--- src/rtl/aes_round_seq_if.sv ---
// Sequencer <-> datapath/SPI control bundle for the iterative AES-128 core.
// master = sequencer, slave = datapath side (drives load). Optional perf counter under AES_SEQ_PERF_EN.
interface aes_round_seq_if;
    logic       load;
    logic [3:0] round;
    logic [7:0] rcon;
    logic       init_sel;
    logic       st_en;
    logic       rk_en;
    logic       last;
    logic       busy;
    logic       done;
`ifdef AES_SEQ_PERF_EN
    logic [7:0] perf_cycles;
`endif

    modport master (
        input  load,
        output round, rcon, init_sel, st_en, rk_en, last, busy, done
`ifdef AES_SEQ_PERF_EN
        , output perf_cycles
`endif
    );

    modport slave (
        output load,
        input  round, rcon, init_sel, st_en, rk_en, last, busy, done
`ifdef AES_SEQ_PERF_EN
        , input perf_cycles
`endif
    );
endinterface

--- src/rtl/aes_round_seq.sv ---
// AES-128 round sequencer: steps the shared datapath through INIT plus NR rounds after load falls.
// Latency: done at falling-load edge + 1 + NR*(SBOX_LAT+1); no backpressure, load high aborts.
// Optional cycle counter output perf_cycles enabled by AES_SEQ_PERF_EN.
module aes_round_seq #(
    parameter int NR       = 10,
    parameter int SBOX_LAT = 1
) (
    input  logic            clk,
    input  logic            reset,
    aes_round_seq_if.master io
);
    typedef enum logic [2:0] {S_IDLE, S_LOAD, S_INIT, S_SUB, S_UPD, S_DONE} state_t;

    localparam int           CW       = (SBOX_LAT > 1) ? $clog2(SBOX_LAT) : 1;
    localparam logic [CW-1:0] SUB_LAST = (SBOX_LAT > 1) ? CW'(SBOX_LAT - 1) : '0;
    localparam logic [3:0]   NR_L     = 4'(NR);
    localparam state_t       STEP     = (SBOX_LAT == 0) ? S_UPD : S_SUB;

    state_t        state, state_nxt;
    logic          load_q;
    logic [3:0]    round_q;
    logic [7:0]    rcon_q;
    logic [CW-1:0] sub_cnt;
    logic          start;
    logic          round_last;

    function automatic logic [7:0] xtime(input logic [7:0] r);
        return {r[6:0], 1'b0} ^ (r[7] ? 8'h1B : 8'h00);
    endfunction

    assign start      = (state == S_LOAD) && !io.load && load_q;
    assign round_last = (round_q == NR_L);

    always_ff @(posedge clk) begin
        if (!reset) state <= S_IDLE;
        else        state <= state_nxt;
    end

    always_comb begin
        state_nxt = state;
        case (state)
            S_IDLE: if (io.load) state_nxt = S_LOAD;
            S_LOAD: if (start)   state_nxt = S_INIT;
            S_INIT: state_nxt = io.load ? S_LOAD : STEP;
            S_SUB: begin
                if (io.load)                   state_nxt = S_LOAD;
                else if (sub_cnt == SUB_LAST)  state_nxt = S_UPD;
            end
            S_UPD: begin
                if (io.load)         state_nxt = S_LOAD;
                else if (round_last) state_nxt = S_DONE;
                else                 state_nxt = STEP;
            end
            S_DONE: if (io.load) state_nxt = S_LOAD;
            default: state_nxt = S_IDLE;
        endcase
    end

    always_comb begin
        io.init_sel = 1'b0;
        io.st_en    = 1'b0;
        io.rk_en    = 1'b0;
        io.last     = 1'b0;
        io.busy     = 1'b0;
        io.done     = 1'b0;
        case (state)
            S_INIT: begin
                io.init_sel = 1'b1;
                io.st_en    = 1'b1;
                io.rk_en    = 1'b1;
                io.busy     = 1'b1;
            end
            S_SUB: begin
                io.busy = 1'b1;
                io.last = round_last;
            end
            S_UPD: begin
                io.st_en = 1'b1;
                io.rk_en = 1'b1;
                io.busy  = 1'b1;
                io.last  = round_last;
            end
            S_DONE:  io.done = 1'b1;
            default: ;
        endcase
    end

    // Round/Rcon track the state transitions; entering LOAD (abort or new block) rewinds them.
    always_ff @(posedge clk) begin
        if (!reset) begin
            load_q  <= 1'b0;
            round_q <= 4'd0;
            rcon_q  <= 8'h01;
            sub_cnt <= '0;
        end else begin
            load_q  <= io.load;
            sub_cnt <= (state == S_SUB && state_nxt == S_SUB) ? sub_cnt + 1'b1 : '0;
            if (state_nxt == S_LOAD) begin
                round_q <= 4'd0;
                rcon_q  <= 8'h01;
            end else if (state == S_INIT) begin
                round_q <= 4'd1;
                rcon_q  <= 8'h01;
            end else if (state == S_UPD && !round_last) begin
                round_q <= round_q + 4'd1;
                rcon_q  <= xtime(rcon_q);
            end
        end
    end

    assign io.round = round_q;
    assign io.rcon  = rcon_q;

`ifdef AES_SEQ_PERF_EN
    logic [7:0] perf_q;

    always_ff @(posedge clk) begin
        if (!reset)
            perf_q <= 8'd0;
        else if (start)
            perf_q <= 8'd0;
        else if ((state == S_INIT || state == S_SUB || state == S_UPD) && perf_q != 8'hFF)
            perf_q <= perf_q + 8'd1;
    end

    assign io.perf_cycles = perf_q;
`endif
endmodule

--- src/flat_wrapper.sv ---
// flat-port wrapper written by rule: the top's interface ports become plain ports
module aes_round_seq_flat 
#(
    parameter int NR       = 10,
    parameter int SBOX_LAT = 1
)
  (clk, reset, io_load, io_round, io_rcon, io_init_sel, io_st_en, io_rk_en, io_last, io_busy, io_done);
  aes_round_seq_if io_i ();
  input  logic clk;
  input  logic reset;
  input wire logic [$bits(io_i.load)-1:0] io_load;
  output wire logic [$bits(io_i.round)-1:0] io_round;
  output wire logic [$bits(io_i.rcon)-1:0] io_rcon;
  output wire logic [$bits(io_i.init_sel)-1:0] io_init_sel;
  output wire logic [$bits(io_i.st_en)-1:0] io_st_en;
  output wire logic [$bits(io_i.rk_en)-1:0] io_rk_en;
  output wire logic [$bits(io_i.last)-1:0] io_last;
  output wire logic [$bits(io_i.busy)-1:0] io_busy;
  output wire logic [$bits(io_i.done)-1:0] io_done;
  assign io_i.load = io_load;
  assign io_round = io_i.round;
  assign io_rcon = io_i.rcon;
  assign io_init_sel = io_i.init_sel;
  assign io_st_en = io_i.st_en;
  assign io_rk_en = io_i.rk_en;
  assign io_last = io_i.last;
  assign io_busy = io_i.busy;
  assign io_done = io_i.done;
  aes_round_seq #(.NR(NR), .SBOX_LAT(SBOX_LAT)) u_core (.clk(clk), .reset(reset), .io(io_i));
endmodule
--- config.mk ---
export PLATFORM = sky130hd
export DESIGN_NAME = aes_round_seq_flat
export DESIGN_NICKNAME = d
export VERILOG_FILES = /design/src/rtl/aes_round_seq_if.sv /design/src/rtl/aes_round_seq.sv /design/src/flat_wrapper.sv
export SDC_FILE = /design/constraint.sdc
export NUM_CORES = 1
export LEC_CHECK = 0
export BUFFER_PORTS_ARGS = -buffer_cell sky130_fd_sc_hd__clkbuf_2
export CORE_MARGIN = 1.5
export CORE_UTILIZATION = 55
export CTS_CLUSTER_SIZE = 24
export DETAILED_ROUTE_END_ITERATION = 10
export GPL_TIMING_DRIVEN = 1
export HOLD_SLACK_MARGIN = 0.1
export PLACE_DENSITY_LB_ADDON = 0.25
export SYNTH_ARGS = -nofsm -noshare
export SYNTH_HDL_FRONTEND = slang
export SYNTH_SLANG_ARGS = --single-unit
--- constraint.sdc ---
create_clock -name clk -period 4.2 [get_ports clk]
set_input_delay 0.63 -clock clk [delete_from_list [all_inputs] [get_ports clk]]
set_output_delay 0.63 -clock clk [all_outputs]
set_load 0.05 [all_outputs]
==> metrics.md <==
| Metric | Value |
|---|---|
| Status | `finished, final reports clean` |
| Worst Skew | `between 3 and 4 ps` |
| Worst Setup Path Type | `register to output port` |
| Post-CTS Setup Bufs | `0` |
| Area Growth Syn to Fin | `10.57%` |
| Post-CTS sizing | `0` |
| Synthesized flop and latch total | `17` |
| # IOs | `21` |
| Sw frac | `21.99%` |
| Fmax | `approximately 440 MHz` |
| Clock-pin slew on the worst setup and hold paths | `90 ps` |
| IO Port Bufs | `20` |
| Routed Antenna Nets | `0` |
| Synth top area cells | `dfxtp_1 39%, nand2_1 5.6%, a21oi_2 4.0%` |
| Fin crit share | `between 50% and 60%` |
| Final min period | `2282 ps` |
| Internal power | `0.2053 mW` |
| Htree depth | `1` |
| LEAKAGE | `between 0.3 and 0.4 nW` |
| Mapped Area | `875.8 µm²` |
| Overall power | `around 0.26 mW` |
| Chip width | `42.91 µm` |
| Setup Viol. Count Final | `0` |
| Post-CTS Hold Buffers | `0` |
| Post-Place Cells | `130` |
| Synth cell types | `37` |
| Initial DRC Count | `16` |
| GRT met2 Usage | `roughly a third` |
| Setup WS pre-CTS | `roughly 2200 ps` |
| CTS Sinks | `17` |
| Worst slew pin tran | `510.7 ps` |
| Met1 Track Usage GR | `26.06%` |
| Maxcap violations | `0` |
| Clock Tree Root | `clkbuf_4` |
| Non-Filler Instances | `around 130` |
| Critical path capture point type | `output port` |
| Syn avg cell area | `8.672 µm²` |
| P per Cell Area | `about 270 nW/µm²` |
| Post-Syn Nets | `106` |
| Comb power frac | `5.8%` |
| CTS Buf Count | `3` |
| Gr busiest metal | `met2` |
| NetSw | `0.05787 mW` |
| Vias/cell | `roughly 5.4` |
| Post-Syn Instances | `101` |
| Global-route wire length before repair | `2877 µm` |
| WHS | `469.2 ps` |
| # rows | `14` |
| DRT Wirelength | `1622 µm` |
| PnR worst setup slack | `1918 ps` |
| Remaining DRCs | `0` |
| Clk_lat worst skew | `270 ps` |
| Total core area | `around 1500 µm²` |
| Area share of the largest cell type after synthesis | `38.86%` |
| TritonRoute pass-1 iters | `4` |
| Seq pwr share | `63.3%` |
| Unrepaired setup endpoints after global routing | `no` |
| Data arrival, critical path | `1650 ps` |
| CTS tree | `built` |
| Seq/Total Area, Yosys | `between 30 and 40%` |
| Final Wtd Congestion | `between 0.8 and 0.9` |
| Pin count of the biggest net entering global routing | `17` |
| Clock Tree Buf Depth | `2` |
| HP Class | `register to register` |
| Grt met3 use | `4.255%` |
| Final nets | `124` |
| Vias in the first global route | `689` |
| Slew Viols, Final | `0` |
| Synth warnings | `0` |
| Share of cells above drive strength 1 | `28.81%` |
| ANT cells | `0` |
| Initial antenna violation count | `0` |
| Max-slew headroom | `65.86%` |
| Sum Neg Setup Slack | `0 ps` |
| GR Util All Layers | `between 20% and 30%` |
| Critical path required time | `around 3600 ps` |
| Final Hold Vio Count | `0` |
| WL/cell | `12.10 µm` |
| DIE AREA | `1841 µm²` |
| Die Span Y | `roughly 43 µm` |
| Leading area contributor after synthesis | `dfxtp_1` |
| Crit start category | `register` |
| Maximum VDD drop | `~0.00021 V` |
| Via count | `around 730` |
| Initial core utilization | `58.14%` |
| Max Fanout on Critical Path | `10` |
| Clock share of power | `31.0%` |
| HPWL after detailed placement | `~1200 µm` |
| Gr ovfl total | `0` |
==> placed cells by master, fill, tap and decap left out, types with 2 or more instances in the layout <==
master    synthesis  routed
xnor2_1           3       3
dfxtp_1          17      17
nor2b_1           3       3
clkbuf_4          0       3
a211oi_1          4       4
a21oi_2           4       4
nand3b_1          2       2
a21oi_1           6       6
nand2_1          13      13
nor2_1            9       9
ha_1              2       2
clkbuf_2          0      20
nand2b_1          2       2
inv_1             3       3
nor3_1            2       2
o21ai_0           3       3
nand2_2           4       4
==> synth_stat cells (all sizes together) <==
cell / number
dfxtp: 17
nand2: 17
a21oi: 10
nor2: 10
buf: 5
a211oi: 4
o21ai: 4
inv: 3
nor2b: 3
xnor2: 3
clkbuf: 2
ha: 2
nand2b: 2
nand3b: 2
nor3: 2
nor3b: 2
a32oi: 1
and2: 1
and3: 1
and3b: 1
conb: 1
nand3: 1
nand4: 1
nand4b: 1
o211a: 1
o211ai: 1
o311ai: 1
or3b: 1
xor2: 1
==> stage by stage <==
| step | utilization, % | cell area [µm²] |
|---|---|---|
| final | 64.29 | 968.4 |
| after global routing | 64.29 | 968.4 |
| after CTS | 64.29 | 968.4 |
| after detailed placement | 62.54 | 942.2 |
| after global placement | 62.54 | 942.2 |
| after floorplan | - | 875.8 |
==> kinds of logic after synthesis <==
kind of cell | after synthesis | share of synthesized area (%)
other cells | 1 | 0.4282
buf+inv | 10 | 7.427
simple gates | 45 | 29.29
xor+xnor | 4 | 4.001
fa+ha+maj | 2 | 2.857
flops | 17 | 38.86
compound gates | 22 | 17.14
==> critical path: stages (launching register included) <==
cell      delay, ps
dfxtp_1         480
or3b_4          470
o21ai_0         120
clkbuf_2        320
==> registers in the layout, indices dropped and copies added, names as in the netlist <==
name             count
u_core.io.rcon       8
u_core.io.round      4
u_core.state         3
u_core.load_q        1
u_core.sub_cnt       1
==> power groups by stage <==
| stage | Combinational, mW | Sequential [mW] | Clock (mW) |
|---|---|---|---|
| floorplan | 0.0137 | 0.168 | 0 |
| global placement | 0.0148 | 0.170 | 0 |
| detailed placement | 0.0151 | 0.170 | 0 |
| CTS | 0.0152 | 0.166 | 0.0846 |
| global route | 0.0170 | 0.167 | 0.0926 |
| finish | 0.0152 | 0.166 | 0.0815 |
==> final cells by class <==
cell class | instances | area [µm²]
Fill cell | 142 | 538.0
Multi-Input combinational cell | 74 | 470.5
Sequential cell | 17 | 340.3
Timing Repair Buffer | 20 | 100.1
Clock buffer | 4 | 26.28
Tap cell | 16 | 20.02
Inverter | 3 | 11.26
==> routing by layer <==
layer,up-vias,share of wire (%)
li1,382,-
met1,329,50
met2,17,47
met3,0,3.3
met4,0,0
met5,-,0
==> final timing paths <==
path / from / end / slack (ps) / cells after the start
max: u_core.state[2] / io_rk_en / 1920 / 3
min: u_core.io.rcon[4] / u_core.io.rcon[5] / 470 / 2
min reg2reg: u_core.io.rcon[4] / u_core.io.rcon[5] / 470 / 2
max reg2reg: u_core.state[0] / u_core.io.rcon[0] / 2600 / 4
Power figures use the tool's default switching activity.
